$ cat src/rtl/axi_slave_read_ctrl_pipelined.sv
// AXI4 read-channel slave for the system register file: AR FIFO, FIXED/INCR/WRAP burst engine,
// fixed-latency regfile reads and a credit-limited R buffer. Define AXI_RD_ID_EN to add arid/rid.
//
// state  | meaning
// IDLE   | no burst loaded; pops the AR FIFO when it holds a request
// ISSUE  | issuing beats of the loaded burst, one per cycle while credit allows
module axi_slave_read_ctrl_pipelined #(
   parameter int ADDRESS_WIDTH     = 8,
   parameter int DATA_WIDTH        = 32,
   parameter int REGFILE_ADDRWIDTH = 6,
   parameter int AR_FIFO_DEPTH     = 4,
   parameter int READ_LATENCY      = 1
`ifdef AXI_RD_ID_EN
   ,
   parameter int ID_WIDTH          = 4
`endif
) (
   input  logic                         AXI_aclk,
   input  logic                         AXI_areset,
`ifdef AXI_RD_ID_EN
   input  logic [ID_WIDTH-1:0]          AXI_arid,
   output logic [ID_WIDTH-1:0]          AXI_rid,
`endif
   input  logic [ADDRESS_WIDTH-1:0]     AXI_araddr,
   input  logic [7:0]                   AXI_arlen,
   input  logic [2:0]                   AXI_arsize,
   input  logic [1:0]                   AXI_arburst,
   input  logic                         AXI_arvalid,
   output logic                         AXI_arready,
   output logic [DATA_WIDTH-1:0]        AXI_rdata,
   output logic [1:0]                   AXI_rresp,
   output logic                         AXI_rlast,
   output logic                         AXI_rvalid,
   input  logic                         AXI_rready,
   output logic                         sys_readEnable,
   output logic [REGFILE_ADDRWIDTH-1:0] sys_readAddress,
   input  logic [DATA_WIDTH-1:0]        sys_readData
);

   localparam int LSB        = $clog2(DATA_WIDTH/8);
   localparam int TOP        = LSB + REGFILE_ADDRWIDTH;
   localparam int RBUF_DEPTH = READ_LATENCY + 2;
   localparam int AP         = $clog2(AR_FIFO_DEPTH);
   localparam int RP         = $clog2(RBUF_DEPTH);
   localparam int CW         = $clog2(RBUF_DEPTH + 1);

   localparam logic [AP:0]              AR_INC  = 1;
   localparam logic [RP-1:0]            RB_INC  = 1;
   localparam logic [RP-1:0]            RB_LAST = RP'(RBUF_DEPTH - 1);
   localparam logic [CW-1:0]            C_ONE   = 1;
   localparam logic [CW-1:0]            C_MAX   = CW'(RBUF_DEPTH);
   localparam logic [ADDRESS_WIDTH-1:0] A_ONE   = 1;

   typedef enum logic {S_IDLE, S_ISSUE} state_t;

   // AR FIFO
   logic [AP:0]              ar_wp, ar_rp;
   logic [ADDRESS_WIDTH-1:0] ar_addr  [AR_FIFO_DEPTH];
   logic [7:0]               ar_len   [AR_FIFO_DEPTH];
   logic [2:0]               ar_size  [AR_FIFO_DEPTH];
   logic [1:0]               ar_burst [AR_FIFO_DEPTH];
   logic                     ar_err   [AR_FIFO_DEPTH];
   logic                     ar_full, ar_empty, ar_push, ar_pop, push_err;
   logic [AP-1:0]            ar_head;

   assign ar_empty    = (ar_wp == ar_rp);
   assign ar_full     = (ar_wp[AP] != ar_rp[AP]) && (ar_wp[AP-1:0] == ar_rp[AP-1:0]);
   assign ar_head     = ar_rp[AP-1:0];
   assign AXI_arready = !ar_full && !AXI_areset;
   assign ar_push     = AXI_arvalid && AXI_arready;

   always_comb begin
      push_err = 1'b0;
      if (AXI_arburst == 2'b11)
         push_err = 1'b1;
      if (int'(AXI_arsize) > LSB)
         push_err = 1'b1;
      if (AXI_arburst == 2'b10 && !(AXI_arlen == 8'd1 || AXI_arlen == 8'd3 ||
                                    AXI_arlen == 8'd7 || AXI_arlen == 8'd15))
         push_err = 1'b1;
      // Addresses beyond the register file window cannot be mapped onto a word address.
      if ((AXI_araddr >> TOP) != '0)
         push_err = 1'b1;
   end

   always_ff @(posedge AXI_aclk) begin
      if (AXI_areset) begin
         ar_wp <= '0;
         ar_rp <= '0;
      end else begin
         if (ar_push) ar_wp <= ar_wp + AR_INC;
         if (ar_pop)  ar_rp <= ar_rp + AR_INC;
      end
   end

   always_ff @(posedge AXI_aclk) begin
      if (ar_push) begin
         ar_addr[ar_wp[AP-1:0]]  <= AXI_araddr;
         ar_len[ar_wp[AP-1:0]]   <= AXI_arlen;
         ar_size[ar_wp[AP-1:0]]  <= AXI_arsize;
         ar_burst[ar_wp[AP-1:0]] <= AXI_arburst;
         ar_err[ar_wp[AP-1:0]]   <= push_err;
      end
   end

`ifdef AXI_RD_ID_EN
   logic [ID_WIDTH-1:0] ar_id  [AR_FIFO_DEPTH];
   logic [ID_WIDTH-1:0] b_id;
   logic [ID_WIDTH-1:0] tag_id [READ_LATENCY];
   logic [ID_WIDTH-1:0] rb_id  [RBUF_DEPTH];

   always_ff @(posedge AXI_aclk) begin
      if (ar_push) ar_id[ar_wp[AP-1:0]] <= AXI_arid;
   end
`endif

   // Burst engine
   state_t                   state, state_nxt;
   logic [ADDRESS_WIDTH-1:0] b_addr, addr_nxt, incr_amt, wrap_mask, addr_inc;
   logic [7:0]               b_cnt, b_len;
   logic [2:0]               b_size;
   logic [1:0]               b_burst;
   logic                     b_err;
   logic                     credit, issue, last_beat;
   logic [CW-1:0]            pend;

   assign credit    = (pend < C_MAX);
   assign last_beat = (b_cnt == 8'd0);
   assign issue     = (state == S_ISSUE) && credit && !AXI_areset;

   always_comb begin
      state_nxt = state;
      ar_pop    = 1'b0;
      case (state)
         S_IDLE: begin
            if (!ar_empty && !AXI_areset) begin
               ar_pop    = 1'b1;
               state_nxt = S_ISSUE;
            end
         end
         S_ISSUE: begin
            if (issue && last_beat) begin
               if (!ar_empty) ar_pop    = 1'b1;
               else           state_nxt = S_IDLE;
            end
         end
         default: state_nxt = S_IDLE;
      endcase
   end

   always_comb begin
      incr_amt  = A_ONE << b_size;
      wrap_mask = (ADDRESS_WIDTH'({1'b0, b_len} + 9'd1) << b_size) - A_ONE;
      addr_inc  = b_addr + incr_amt;
      case (b_burst)
         2'b00:   addr_nxt = b_addr;
         2'b10:   addr_nxt = (b_addr & ~wrap_mask) | (addr_inc & wrap_mask);
         default: addr_nxt = addr_inc;
      endcase
   end

   always_ff @(posedge AXI_aclk) begin
      if (AXI_areset) begin
         state   <= S_IDLE;
         b_addr  <= '0;
         b_cnt   <= '0;
         b_len   <= '0;
         b_size  <= '0;
         b_burst <= '0;
         b_err   <= 1'b0;
      end else begin
         state <= state_nxt;
         if (ar_pop) begin
            b_addr  <= ar_addr[ar_head];
            b_cnt   <= ar_len[ar_head];
            b_len   <= ar_len[ar_head];
            b_size  <= ar_size[ar_head];
            b_burst <= ar_burst[ar_head];
            b_err   <= ar_err[ar_head];
         end else if (issue) begin
            b_addr <= addr_nxt;
            b_cnt  <= b_cnt - 8'd1;
         end
      end
   end

`ifdef AXI_RD_ID_EN
   always_ff @(posedge AXI_aclk) begin
      if (AXI_areset)  b_id <= '0;
      else if (ar_pop) b_id <= ar_id[ar_head];
   end
`endif

   assign sys_readEnable  = issue && !b_err;
   assign sys_readAddress = AXI_areset ? '0 : b_addr[LSB +: REGFILE_ADDRWIDTH];

   // Tag pipeline lines each beat's attributes up with the regfile data.
   logic [READ_LATENCY-1:0] tag_vld, tag_err, tag_last;

   always_ff @(posedge AXI_aclk) begin
      if (AXI_areset) begin
         tag_vld  <= '0;
         tag_err  <= '0;
         tag_last <= '0;
      end else begin
         tag_vld[0]  <= issue;
         tag_err[0]  <= b_err;
         tag_last[0] <= last_beat;
         for (int i = 1; i < READ_LATENCY; i++) begin
            tag_vld[i]  <= tag_vld[i-1];
            tag_err[i]  <= tag_err[i-1];
            tag_last[i] <= tag_last[i-1];
         end
      end
   end

`ifdef AXI_RD_ID_EN
   always_ff @(posedge AXI_aclk) begin
      tag_id[0] <= b_id;
      for (int i = 1; i < READ_LATENCY; i++)
         tag_id[i] <= tag_id[i-1];
   end
`endif

   // R buffer
   logic [DATA_WIDTH-1:0] rb_data [RBUF_DEPTH];
   logic [1:0]            rb_resp [RBUF_DEPTH];
   logic                  rb_last [RBUF_DEPTH];
   logic [RP-1:0]         rb_wp, rb_rp;
   logic [CW-1:0]         rb_cnt;
   logic                  rb_wr, rb_pop;

   assign rb_wr      = tag_vld[READ_LATENCY-1];
   assign AXI_rvalid = (rb_cnt != '0) && !AXI_areset;
   assign rb_pop     = AXI_rvalid && AXI_rready;
   assign AXI_rdata  = AXI_rvalid ? rb_data[rb_rp] : '0;
   assign AXI_rresp  = AXI_rvalid ? rb_resp[rb_rp] : 2'b00;
   assign AXI_rlast  = AXI_rvalid && rb_last[rb_rp];

   always_ff @(posedge AXI_aclk) begin
      if (rb_wr) begin
         rb_data[rb_wp] <= tag_err[READ_LATENCY-1] ? '0 : sys_readData;
         rb_resp[rb_wp] <= tag_err[READ_LATENCY-1] ? 2'b10 : 2'b00;
         rb_last[rb_wp] <= tag_last[READ_LATENCY-1];
      end
   end

   // pend = buffered + in-flight beats; it gates issue so the buffer cannot overflow.
   always_ff @(posedge AXI_aclk) begin
      if (AXI_areset) begin
         rb_wp  <= '0;
         rb_rp  <= '0;
         rb_cnt <= '0;
         pend   <= '0;
      end else begin
         if (rb_wr)  rb_wp <= (rb_wp == RB_LAST) ? '0 : rb_wp + RB_INC;
         if (rb_pop) rb_rp <= (rb_rp == RB_LAST) ? '0 : rb_rp + RB_INC;
         case ({rb_wr, rb_pop})
            2'b10:   rb_cnt <= rb_cnt + C_ONE;
            2'b01:   rb_cnt <= rb_cnt - C_ONE;
            default: rb_cnt <= rb_cnt;
         endcase
         case ({issue, rb_pop})
            2'b10:   pend <= pend + C_ONE;
            2'b01:   pend <= pend - C_ONE;
            default: pend <= pend;
         endcase
      end
   end

`ifdef AXI_RD_ID_EN
   always_ff @(posedge AXI_aclk) begin
      if (rb_wr) rb_id[rb_wp] <= tag_id[READ_LATENCY-1];
   end

   assign AXI_rid = AXI_rvalid ? rb_id[rb_rp] : '0;
`endif

endmodule
$ cat config.mk
export PLATFORM = sky130hd
export DESIGN_NAME = axi_slave_read_ctrl_pipelined
export DESIGN_NICKNAME = d
export VERILOG_FILES = /design/src/rtl/axi_slave_read_ctrl_pipelined.sv
export SDC_FILE = /design/constraint.sdc
export NUM_CORES = 1
export LEC_CHECK = 0
export ABC_AREA = 1
export CAP_MARGIN = 20
export CORE_MARGIN = 10
export CORE_UTILIZATION = 43
export CTS_CLUSTER_DIAMETER = 120
export DETAILED_ROUTE_END_ITERATION = 12
export HOLD_SLACK_MARGIN = 0.05
export SETUP_SLACK_MARGIN = 0.05
export SYNTH_ARGS = -nofsm -noshare
export SYNTH_HDL_FRONTEND = slang
export SYNTH_SLANG_ARGS = --single-unit
$ cat constraint.sdc
create_clock -name AXI_aclk -period 4.14 [get_ports AXI_aclk]
set_clock_uncertainty 0.1 [all_clocks]
set_input_delay 0.828 -clock AXI_aclk [delete_from_list [all_inputs] [get_ports AXI_aclk]]
set_output_delay 0.828 -clock AXI_aclk [all_outputs]
set_load 0.02 [all_outputs]
==> results of run 1 <==
## per-layer routing
metal / vias to the layer above / GRT usage [%] / part of all wire [%]
li1: 3802 / - / -
met5: - / 0 / 0
met3: 39 / 3.03 / 5.5
met1: 3482 / 20.0 / 46
met4: 0 / 4.10 / 2.3
met2: 192 / 25.5 / 46
## worst max-delay path, cell delays in order
cell                              delay [ps]
sky130_fd_sc_hd__clkdlybuf4s50_1         480
sky130_fd_sc_hd__nor2_2                  130
sky130_fd_sc_hd__buf_4                   310
sky130_fd_sc_hd__o21ai_0                 150
sky130_fd_sc_hd__a31oi_1                 190
sky130_fd_sc_hd__clkdlybuf4s50_1         640
## flip-flops by register name (all words and copies together), names as in the netlist, 3 cells and up, named ones only
signal	flops
ar_addr	32
rb_last	3
b_size	3
rb_data	96
ar_err	4
ar_size	12
ar_rp	3
b_cnt	8
b_len	8
ar_burst	8
ar_len	32
ar_wp	3
rb_resp	3
## per-stage QoR
| stage | hold slack [ps] | cells | area (µm²) | power [mW] |
|---|---|---|---|---|
| after floorplan | 321 | 1052 | 10500 | 4.50 |
| after global placement | 331 | 1442 | 11900 | 5.09 |
| after detailed placement | 345 | 1443 | 11900 | 5.12 |
| after CTS | 357 | 1487 | 12700 | 7.17 |
| after global routing | 380 | 1488 | 12700 | 7.58 |
| final | 359 | 1489 | 12700 | 7.11 |
## cell usage after synthesis (2+ instances only)
master                       n  area, µm²
sky130_fd_sc_hd__a21oi_1    42        210
sky130_fd_sc_hd__a221oi_1    2       17.5
sky130_fd_sc_hd__a31oi_1    36        225
sky130_fd_sc_hd__and3_1      2       12.5
sky130_fd_sc_hd__buf_1       4       15.0
sky130_fd_sc_hd__buf_2       8       40.0
sky130_fd_sc_hd__clkbuf_1   35        131
sky130_fd_sc_hd__dfxtp_1    52       1040
sky130_fd_sc_hd__edfxtp_1  190       5710
sky130_fd_sc_hd__ha_1       17        213
sky130_fd_sc_hd__inv_1      96        360
sky130_fd_sc_hd__inv_2       7       26.3
sky130_fd_sc_hd__nand2_1   194        728
sky130_fd_sc_hd__nand2_2     2       12.5
sky130_fd_sc_hd__nand3_1    36        180
sky130_fd_sc_hd__nand3b_1    3       22.5
sky130_fd_sc_hd__nand4_1     6       37.5
sky130_fd_sc_hd__nor2_1    146        548
sky130_fd_sc_hd__nor2_2      2       12.5
sky130_fd_sc_hd__nor3_1      7       35.0
sky130_fd_sc_hd__o211ai_1    6       45.0
sky130_fd_sc_hd__o21a_1      2       15.0
sky130_fd_sc_hd__o21ai_0   104        521
sky130_fd_sc_hd__o21ai_1     8       40.0
sky130_fd_sc_hd__o22ai_1    19        119
sky130_fd_sc_hd__o31ai_1     2       15.0
sky130_fd_sc_hd__xnor2_1     6       52.6
sky130_fd_sc_hd__xor2_1      4       35.0
## layout make-up
type                       instances  area (µm²)  area share (%)
sequential                       242        6750            53.2
tap                              324         405            3.20
clock buffer                      31         648            5.11
multi-input combinational        658        3250            25.6
inverter                         104         390            3.08
antenna                            1        2.50          0.0197
timing repair buffer             116        1150            9.07
clock inverter                    13        95.1           0.750
## logic make-up (layout without fill, tap and decap cells)
logic type	count (synthesis)	count (layout)
AND/OR/NAND/NOR	401	401
buffers and inverters	152	264
adder cells (fa/ha/maj)	18	18
AO/OA/AOI/OAI	228	228
XOR/XNOR	10	10
flip-flops	242	242
other	1	2
## final timing paths
kind                   start           end  slack (ps)  depth (start not counted)
setup / recovery  AXI_areset  AXI_rdata[3]         460                          6
hold / removal      tag_last    rb_last[1]         360                          0
setup reg to reg   b_size[0]     flip-flop        1360                         15
hold reg to reg     tag_last    rb_last[1]         360                          0
## report_power, final
| part | total [mW] | internal (mW) | switching, mW | leakage (nW) |
|---|---|---|---|---|
| sequential | 3.08 | 2.88 | 0.203 | 2.15 |
| clock | 2.04 | 1.17 | 0.873 | 0.360 |
| combinational | 1.98 | 0.699 | 1.28 | 2.19 |
| total | 7.11 | 4.75 | 2.36 | 4.70 |
==> impl_metrics.prom, run 1 <==
# TYPE chip_impl_metric gauge
chip_impl_info{name="min-delay-path-class",value="flip-flop to flip-flop"} 1
chip_impl_metric{name="grt_first_pass_wirelength",unit="µm"} 38900
chip_impl_metric{name="power_density",unit="mW/mm²"} 560
chip_impl_metric{name="max_fclk",unit="MHz"} 272
chip_impl_info{name="critical_path.startpoint_type",value="primary input"} 1
chip_impl_metric{name="yosys_warnings",unit=""} 0
chip_impl_metric{name="antenna_found_initial",unit=""} 1
chip_impl_metric{name="die-height",unit="µm"} 177
chip_impl_metric{name="cts-htree-levels",unit=""} 1
chip_impl_metric{name="ioPinCount",unit=""} 101
chip_impl_metric{name="synth_simple_gate_area_share",unit="%"} 15.4
chip_impl_metric{name="timing.final.setup_violations",unit=""} 0
chip_impl_metric{name="ant_nets",unit=""} 0
chip_impl_metric{name="path_clk_slew",unit="ps"} 60
chip_impl_metric{name="worstSkewPairLatency",unit="ps"} 510
chip_impl_metric{name="worst_slew_pin_slew",unit="ps"} 919
chip_impl_info{name="final_cell_mix",value="sky130_fd_sc_hd__nand2_1, sky130_fd_sc_hd__edfxtp_1, sky130_fd_sc_hd__nor2_1"} 1
chip_impl_metric{name="critPathMaxFanout",unit=""} 36
chip_impl_metric{name="vias",unit=""} 7515
chip_impl_info{name="layout.cells.most_common",value="sky130_fd_sc_hd__nand2_1"} 1
chip_impl_metric{name="fin_nets",unit=""} 1222
chip_impl_metric{name="chipWidth",unit="µm"} 177
chip_impl_metric{name="first_global_vias",unit=""} 7313
chip_impl_info{name="synth_top_family_by_area",value="simple AND/OR/NAND/NOR gates"} 1
chip_impl_metric{name="cellLeakagePower",unit="nW"} 4.70
chip_impl_metric{name="synth_fp_nets",unit=""} 1127
chip_impl_metric{name="globalRouteOverflowTotal",unit=""} 0
chip_impl_info{name="status",value="completed"} 1
chip_impl_metric{name="wire_per_inst",unit="µm"} 16.2
chip_impl_info{name="root_buffer",value="sky130_fd_sc_hd__clkbuf_16"} 1
chip_impl_metric{name="syn_to_final_growth",unit="%"} 20.3
chip_impl_metric{name="finalWeightedCongestion",unit=""} 0.868
chip_impl_metric{name="finish.utilization",unit="%"} 52.3
chip_impl_metric{name="final_max_slew_viol_count",unit=""} 0
chip_impl_metric{name="place_worst_setup_slack",unit="ps"} 444
chip_impl_metric{name="slew_headroom",unit="%"} 38.7
chip_impl_metric{name="post_cts.repair.setup_buffers",unit=""} 0
chip_impl_info{name="crit_path_end_kind",value="output port"} 1
chip_impl_metric{name="dpl.hpwl",unit="µm"} 16000
chip_impl_info{name="cts_tree",value="done"} 1
chip_impl_metric{name="ctsResizeCount",unit=""} 0
chip_impl_metric{name="post-route-drc-count",unit=""} 0
chip_impl_metric{name="fin_tns_setup",unit="ps"} 0
chip_impl_metric{name="synth-compound-area-share",unit="%"} 12.1
chip_impl_metric{name="initial_core_util",unit="%"} 43.5
chip_impl_metric{name="synth-seq-cells",unit=""} 242
chip_impl_metric{name="buffer_ports.inserted",unit=""} 99
chip_impl_metric{name="postSynthCellCount",unit=""} 1052
chip_impl_metric{name="syn_area_per_cell",unit="µm²"} 10.0
chip_impl_metric{name="clock_path_buffers",unit=""} 3
chip_impl_metric{name="first_iter_violations",unit=""} 514
chip_impl_metric{name="synth_fa_ha_area_share",unit="%"} 2.21
chip_impl_metric{name="data_required_time_at_the_worst_endpoint",unit="ps"} 3210
chip_impl_info{name="rsz0062_at_grt",value="no"} 1
chip_impl_metric{name="synth_xor_xnor_area_share",unit="%"} 0.830
chip_impl_metric{name="post_synth_instance_area",unit="mm²"} 0.0105
chip_impl_metric{name="yosysSeqAreaShare",unit="%"} 64.0
chip_impl_metric{name="synth_enable_flop_cells",unit=""} 190
chip_impl_metric{name="detailedRoute.firstPassIterationCount",unit=""} 5
chip_impl_info{name="critical_path_class",value="primary input to output port"} 1
chip_impl_metric{name="post_synthesis_async_set_or_reset_flop_share",unit="%"} 0
chip_impl_metric{name="synthMuxAreaShare",unit="%"} 0
chip_impl_metric{name="final_cycle_utilization_of_the_critical_path",unit="%"} 88.9
chip_impl_metric{name="hold_buffer_count_at_cts",unit=""} 0
chip_impl_metric{name="max-vdd-ir-drop",unit="µV"} 339
chip_impl_metric{name="avgViaCountPerCell",unit=""} 5.05
chip_impl_metric{name="floorplan.rows",unit=""} 57
chip_impl_metric{name="grt_max_degree",unit=""} 45
chip_impl_metric{name="timing.final.hold_violations",unit=""} 0
chip_impl_metric{name="maxCapViolations",unit=""} 0
chip_impl_metric{name="critPathArrivalTime",unit="ps"} 2750
chip_impl_metric{name="numClockSinks",unit=""} 242
chip_impl_metric{name="tmin_final",unit="ps"} 3680
chip_impl_metric{name="core-area",unit="mm²"} 0.0242
chip_impl_metric{name="groute.usage.overall",unit="%"} 15.3
chip_impl_metric{name="numCtsBuffers",unit=""} 25
chip_impl_metric{name="totalWireLength",unit="µm"} 24100
chip_impl_metric{name="yosysUniqueCellTypes",unit=""} 42
chip_impl_metric{name="post-route-worst-setup-slack",unit="ps"} 460
chip_impl_metric{name="n_fill_cell",unit=""} 2200
chip_impl_info{name="synth_top_flop_cell",value="sky130_fd_sc_hd__edfxtp_1"} 1
chip_impl_metric{name="floorplan.die_area",unit="mm²"} 0.0312
chip_impl_metric{name="fraction_of_layout_cells_with_a_size_suffix_above_1",unit="%"} 6.27
(Power assumes the default switching activity.)
==> inputs of run 2 (changes only) <==
Clock period 4.14 ns to 4.4 ns, I/O delays scaled along.
==> impl_metrics.prom, run 2 (synthesis results as in run 1) <==
# TYPE chip_impl_metric gauge
chip_impl_info{name="path_delay_family",value="buffers and inverters"} 1
chip_impl_metric{name="vias",unit=""} 7566
chip_impl_metric{name="timing.final.hold_violations",unit=""} 0
chip_impl_metric{name="first_iter_violations",unit=""} 471
chip_impl_metric{name="post_layout_nonfiller_instances",unit=""} 1492
chip_impl_metric{name="tmin_final",unit="ps"} 3790
chip_impl_metric{name="ctsResizeCount",unit=""} 0
chip_impl_metric{name="first_global_vias",unit=""} 7308
chip_impl_metric{name="timing.final.setup_violations",unit=""} 0
chip_impl_info{name="rsz0062_at_grt",value="no"} 1
chip_impl_metric{name="largest_register_ff_count",unit=""} 96
chip_impl_metric{name="n_fill_cell",unit=""} 2208
chip_impl_metric{name="worstPathBufferInverterCount",unit=""} 3
chip_impl_metric{name="diodes",unit=""} 0
chip_impl_metric{name="floorplan.rows",unit=""} 57
chip_impl_metric{name="buffer_ports.inserted",unit=""} 99
chip_impl_metric{name="grt_max_degree",unit=""} 54
chip_impl_metric{name="post_cts.repair.setup_buffers",unit=""} 0
chip_impl_metric{name="post-route-drc-count",unit=""} 0
chip_impl_info{name="top_register",value="rb_data"} 1
chip_impl_metric{name="max_fclk",unit="MHz"} 264
chip_impl_metric{name="die-height",unit="µm"} 177
chip_impl_info{name="crit_top_cell",value="sky130_fd_sc_hd__clkdlybuf4s50_1"} 1
chip_impl_metric{name="ant_nets",unit=""} 0
chip_impl_metric{name="clock_path_buffers",unit=""} 3
chip_impl_metric{name="data_required_time_at_the_worst_endpoint",unit="ps"} 3420
chip_impl_metric{name="finish.utilization",unit="%"} 52.5
chip_impl_metric{name="post-route-worst-setup-slack",unit="ps"} 614
chip_impl_info{name="crit_path_end_kind",value="output port"} 1
chip_impl_metric{name="globalRouteOverflowTotal",unit=""} 0
chip_impl_metric{name="syn_to_final_growth",unit="%"} 20.7
chip_impl_info{name="final_cell_mix",value="sky130_fd_sc_hd__nand2_1, sky130_fd_sc_hd__edfxtp_1, sky130_fd_sc_hd__nor2_1"} 1
chip_impl_metric{name="core-area",unit="mm²"} 0.0242
chip_impl_info{name="critical_path_class",value="primary input to output port"} 1
chip_impl_metric{name="place_worst_setup_slack",unit="ps"} 569
chip_impl_metric{name="wire_per_inst",unit="µm"} 16.1
chip_impl_metric{name="fin_nets",unit=""} 1223
chip_impl_metric{name="path_clk_slew",unit="ps"} 60
chip_impl_metric{name="fin_worst_hold_slack",unit="ps"} 348
chip_impl_metric{name="antenna_found_initial",unit=""} 1
chip_impl_info{name="highest_delay_cell_along_the_critical_path",value="sky130_fd_sc_hd__clkdlybuf4s50_1"} 1
chip_impl_metric{name="floorplan.die_area",unit="mm²"} 0.0312
chip_impl_metric{name="final_max_slew_viol_count",unit=""} 0
chip_impl_info{name="layout.cells.most_common",value="sky130_fd_sc_hd__nand2_1"} 1
chip_impl_metric{name="maxCapViolations",unit=""} 0
chip_impl_metric{name="multiInputGateArea",unit="mm²"} 0.00325
chip_impl_metric{name="worstSkewPairLatency",unit="ps"} 520
chip_impl_metric{name="reg2regPathDepth",unit=""} 15
chip_impl_metric{name="max-vdd-ir-drop",unit="µV"} 378
chip_impl_info{name="status",value="completed"} 1
chip_impl_metric{name="initial_core_util",unit="%"} 43.5
chip_impl_metric{name="detailedRoute.firstPassIterationCount",unit=""} 5
chip_impl_metric{name="worstSetupPathDepth",unit=""} 6
chip_impl_metric{name="worst_slew_pin_slew",unit="ps"} 919
chip_impl_info{name="root_buffer",value="sky130_fd_sc_hd__clkbuf_16"} 1
chip_impl_info{name="cts_tree",value="done"} 1
chip_impl_metric{name="slowest_cell_delay_on_critical_path",unit="ps"} 640
chip_impl_metric{name="slew_headroom",unit="%"} 38.7
chip_impl_metric{name="post-place-cells",unit=""} 1442
chip_impl_info{name="worstSetupEndpoint",value="AXI_rdata[16]"} 1
chip_impl_metric{name="power_density",unit="mW/mm²"} 531
chip_impl_info{name="setup.worst_path.start",value="AXI_areset"} 1
chip_impl_info{name="worst_r2r_start",value="b_size[0]"} 1
chip_impl_metric{name="dpl.hpwl",unit="µm"} 16100
chip_impl_metric{name="final_cycle_utilization_of_the_critical_path",unit="%"} 86.0
chip_impl_info{name="min-delay-path-class",value="flip-flop to flip-flop"} 1
chip_impl_metric{name="groute.usage.overall",unit="%"} 15.1
chip_impl_metric{name="avgViaCountPerCell",unit=""} 5.07
chip_impl_metric{name="totalWireLength",unit="µm"} 24100
chip_impl_metric{name="critPathArrivalTime",unit="ps"} 2810
chip_impl_metric{name="numClockSinks",unit=""} 242
chip_impl_metric{name="fraction_of_layout_cells_with_a_size_suffix_above_1",unit="%"} 6.34
chip_impl_metric{name="timing.reg2reg.setup_slack",unit="ps"} 1460
chip_impl_metric{name="ioPinCount",unit=""} 101
chip_impl_metric{name="chipWidth",unit="µm"} 177
chip_impl_metric{name="fin_tns_setup",unit="ps"} 0
chip_impl_metric{name="critPathMaxFanout",unit=""} 36
chip_impl_metric{name="numCtsBuffers",unit=""} 26
chip_impl_metric{name="cellLeakagePower",unit="nW"} 4.73
chip_impl_metric{name="hold_buffer_count_at_cts",unit=""} 0
chip_impl_metric{name="sequential_cell_area",unit="mm²"} 0.00675
chip_impl_info{name="critical_path.cell_chain",value="clkdlybuf4s50_1 -> nor2_2 -> buf_4 -> o21ai_0 -> a31oi_1 -> clkdlybuf4s50_1"} 1
chip_impl_metric{name="finalWeightedCongestion",unit=""} 0.874
chip_impl_metric{name="cts-htree-levels",unit=""} 1
chip_impl_info{name="critical_path.startpoint_type",value="primary input"} 1
chip_impl_metric{name="grt_first_pass_wirelength",unit="µm"} 38400
-- run 2: area by class of cell --
cell class | instances | share of cell area [%]
Inverter | 104 | 3.07
Clock inverter | 14 | 0.825
Clock buffer | 34 | 5.34
Tap cell | 324 | 3.18
Multi-Input combinational cell | 658 | 25.5
Timing Repair Buffer | 116 | 9.10
Sequential cell | 242 | 53.0
-- run 2: power breakdown --
part	switching [mW]	leakage (nW)	internal [mW]
sequential	0.192	2.15	2.71
combinational	1.21	2.19	0.653
clock	0.849	0.379	1.15
total	2.25	4.73	4.51
-- run 2: layer usage --
layer	part of all wire, %	up-vias	global-route usage (%)
met1	45	3515	19.3
met5	0.054	-	0
met3	6.1	41	3.24
met4	2.5	2	4.45
met2	46	194	25.2
li1	-	3814	-
-- run 2: per-stage QoR --
stage / area, µm² / power [mW]
2_1_floorplan: 10500 / 4.23
3_3_place_gp: 11900 / 4.79
3_5_place_dp: 11900 / 4.81
4_1_cts: 12700 / 6.81
5_1_grt: 12700 / 7.20
6_report: 12700 / 6.76
-- run 2: worst min-delay path by stage --
stage / depth (start not counted) / from / endpoint
2_1_floorplan: 0 / tag_last / rb_last[0]
3_3_place_gp: 1 / rb_cnt[1] / rb_cnt[1]
3_5_place_dp: 1 / rb_cnt[1] / rb_cnt[1]
4_1_cts: 1 / rb_cnt[1] / rb_cnt[1]
5_1_grt: 1 / rb_cnt[1] / rb_cnt[1]
6_report: 1 / rb_cnt[1] / rb_cnt[1]
==> inputs of run 3 (changes only) <==
Settings changed: CELL_PAD_IN_SITES_DETAIL_PLACEMENT set to 1, CELL_PAD_IN_SITES_GLOBAL_PLACEMENT set to 1, PLACE_DENSITY_LB_ADDON set to 0.1.
==> impl_metrics.prom, run 3 (synthesis results as in run 1) <==
# TYPE chip_impl_metric gauge
chip_impl_info{name="status",value="completed"} 1
chip_impl_info{name="crit_top_cell",value="sky130_fd_sc_hd__clkdlybuf4s50_1"} 1
chip_impl_metric{name="final_area",unit="mm²"} 0.0128
chip_impl_metric{name="grt_max_degree",unit=""} 69
chip_impl_info{name="final_cell_mix",value="sky130_fd_sc_hd__nand2_1, sky130_fd_sc_hd__edfxtp_1, sky130_fd_sc_hd__nor2_1"} 1
chip_impl_info{name="highest_delay_cell_along_the_critical_path",value="sky130_fd_sc_hd__clkdlybuf4s50_1"} 1
chip_impl_metric{name="floorplan.rows",unit=""} 57
chip_impl_metric{name="maxCapViolations",unit=""} 0
chip_impl_metric{name="ctsResizeCount",unit=""} 0
chip_impl_metric{name="diodes",unit=""} 0
chip_impl_metric{name="max_fclk",unit="MHz"} 264
chip_impl_metric{name="largest_register_ff_count",unit=""} 96
chip_impl_metric{name="die-height",unit="µm"} 177
chip_impl_metric{name="worstSkewPairLatency",unit="ps"} 530
chip_impl_metric{name="timing.final.hold_violations",unit=""} 0
chip_impl_metric{name="first_iter_violations",unit=""} 454
chip_impl_metric{name="avgViaCountPerCell",unit=""} 5.21
chip_impl_metric{name="ioPinCount",unit=""} 101
chip_impl_metric{name="hold_buffer_count_at_cts",unit=""} 0
chip_impl_info{name="layout.cells.most_common",value="sky130_fd_sc_hd__nand2_1"} 1
chip_impl_metric{name="worstPathBufferInverterCount",unit=""} 3
chip_impl_metric{name="wire_per_inst",unit="µm"} 18.0
chip_impl_metric{name="data_required_time_at_the_worst_endpoint",unit="ps"} 3420
chip_impl_metric{name="syn_to_final_growth",unit="%"} 21.1
chip_impl_info{name="critical_path_class",value="primary input to output port"} 1
chip_impl_metric{name="fin_nets",unit=""} 1222
chip_impl_metric{name="antenna_found_initial",unit=""} 0
chip_impl_metric{name="slew_headroom",unit="%"} 38.3
chip_impl_metric{name="min_delay_path_depth",unit=""} 2
chip_impl_metric{name="post_dp_cell_area",unit="mm²"} 0.0119
chip_impl_info{name="root_buffer",value="sky130_fd_sc_hd__clkbuf_16"} 1
chip_impl_metric{name="critPathArrivalTime",unit="ps"} 2800
chip_impl_metric{name="final_cycle_utilization_of_the_critical_path",unit="%"} 86.0
chip_impl_info{name="min-delay-path-class",value="flip-flop to flip-flop"} 1
chip_impl_metric{name="post-route-drc-count",unit=""} 0
chip_impl_metric{name="post_cts.repair.setup_buffers",unit=""} 0
chip_impl_info{name="cts_tree",value="done"} 1
chip_impl_metric{name="fin_tns_setup",unit="ps"} 0
chip_impl_metric{name="detailedRoute.firstPassIterationCount",unit=""} 4
chip_impl_metric{name="fraction_of_layout_cells_with_a_size_suffix_above_1",unit="%"} 6.35
chip_impl_metric{name="timing.final.setup_violations",unit=""} 0
chip_impl_metric{name="numClockSinks",unit=""} 242
chip_impl_info{name="critical_path.cell_chain",value="clkdlybuf4s50_1 -> nor2_2 -> buf_4 -> o21ai_0 -> a31oi_1 -> clkdlybuf4s50_1"} 1
chip_impl_metric{name="numCtsBuffers",unit=""} 26
chip_impl_metric{name="max-vdd-ir-drop",unit="µV"} 332
chip_impl_metric{name="first_global_vias",unit=""} 8282
chip_impl_metric{name="clock_path_buffers",unit=""} 3
chip_impl_metric{name="totalWireLength",unit="µm"} 26800
chip_impl_metric{name="floorplan.die_area",unit="mm²"} 0.0312
chip_impl_metric{name="cellLeakagePower",unit="nW"} 4.75
chip_impl_info{name="path_delay_family",value="buffers and inverters"} 1
chip_impl_metric{name="grt_first_pass_wirelength",unit="µm"} 43500
chip_impl_metric{name="power_density",unit="mW/mm²"} 549
chip_impl_metric{name="groute.usage.overall",unit="%"} 17.1
chip_impl_info{name="critical_path.startpoint_type",value="primary input"} 1
chip_impl_info{name="crit_path_end_kind",value="output port"} 1
chip_impl_metric{name="worstSetupPathDepth",unit=""} 6
chip_impl_metric{name="worst_slew_pin_slew",unit="ps"} 924
chip_impl_metric{name="chipWidth",unit="µm"} 177
chip_impl_metric{name="initial_core_util",unit="%"} 43.5
chip_impl_metric{name="cts-htree-levels",unit=""} 1
chip_impl_metric{name="buffer_ports.inserted",unit=""} 99
chip_impl_metric{name="ant_nets",unit=""} 0
chip_impl_metric{name="core-area",unit="mm²"} 0.0242
chip_impl_metric{name="globalRouteOverflowTotal",unit=""} 0
chip_impl_metric{name="slowest_cell_delay_on_critical_path",unit="ps"} 640
chip_impl_info{name="rsz0062_at_grt",value="no"} 1
chip_impl_metric{name="reg2regPathDepth",unit=""} 15
chip_impl_info{name="top_register",value="rb_data"} 1
chip_impl_metric{name="finalWeightedCongestion",unit=""} 0.822
chip_impl_metric{name="vias",unit=""} 7768
chip_impl_metric{name="critPathMaxFanout",unit=""} 36
chip_impl_metric{name="tmin_final",unit="ps"} 3780
chip_impl_metric{name="timing.reg2reg.setup_slack",unit="ps"} 1400
chip_impl_metric{name="final_max_slew_viol_count",unit=""} 0
chip_impl_metric{name="finalPower",unit="mW"} 7.02
chip_impl_metric{name="dpl.hpwl",unit="µm"} 18000
chip_impl_metric{name="path_clk_slew",unit="ps"} 60
## run 3: path summary, 6_finish.rpt
path                                  from       endpoint
worst min-delay path                 b_err        tag_err
worst min register to register       b_err        tag_err
worst max-delay path            AXI_areset  AXI_rdata[19]
worst max register to register   b_size[0]      flip-flop
## run 3: power breakdown
| part | leakage, nW | internal, mW | switching, mW | total (mW) |
|---|---|---|---|---|
| sequential | 2.15 | 2.71 | 0.202 | 2.91 |
| combinational | 2.18 | 0.652 | 1.26 | 1.92 |
| clock | 0.420 | 1.32 | 0.869 | 2.19 |
| total | 4.75 | 4.68 | 2.34 | 7.02 |
## run 3: cell type report
| type | count | area (µm²) |
|---|---|---|
| Clock inverter | 17 | 195 |
| Clock buffer | 30 | 666 |
| Sequential cell | 242 | 6750 |
| Timing Repair Buffer | 115 | 1120 |
| Tap cell | 324 | 405 |
| Inverter | 104 | 390 |
| Multi-Input combinational cell | 658 | 3250 |
| Fill cell | 2684 | 11500 |
## run 3: worst reg2reg max path: stages (launching register included)
cell	delay (ps)
sky130_fd_sc_hd__dfxtp_1	570
sky130_fd_sc_hd__inv_2	180
sky130_fd_sc_hd__nor2_1	260
sky130_fd_sc_hd__inv_1	90
sky130_fd_sc_hd__nor2_1	170
sky130_fd_sc_hd__inv_1	90
sky130_fd_sc_hd__fa_1	440
sky130_fd_sc_hd__o21ai_0	320
sky130_fd_sc_hd__nand2_1	90
sky130_fd_sc_hd__nand2_1	80
sky130_fd_sc_hd__a21oi_1	70
sky130_fd_sc_hd__xnor2_1	120
sky130_fd_sc_hd__nand3_1	80
sky130_fd_sc_hd__nand2_1	60
sky130_fd_sc_hd__nor2_1	120
sky130_fd_sc_hd__nor2_1	50
## run 3: metrics by stage
step	hold WS (ps)	util (%)	cells	worst slack [ps]
floorplan	321	-	1052	1050
global placement	326	49.1	1442	722
detailed placement	340	49.1	1442	625
CTS	341	52.6	1489	622
global route	361	52.7	1490	467
finish	337	52.7	1490	616
## run 3: metal layers
metal  global-route usage (%)  part of all wire [%]
met1                     20.8                    44
met2                     31.2                    50
met3                     2.75                   4.5
met4                     3.75                   1.6
met5                        0                     0
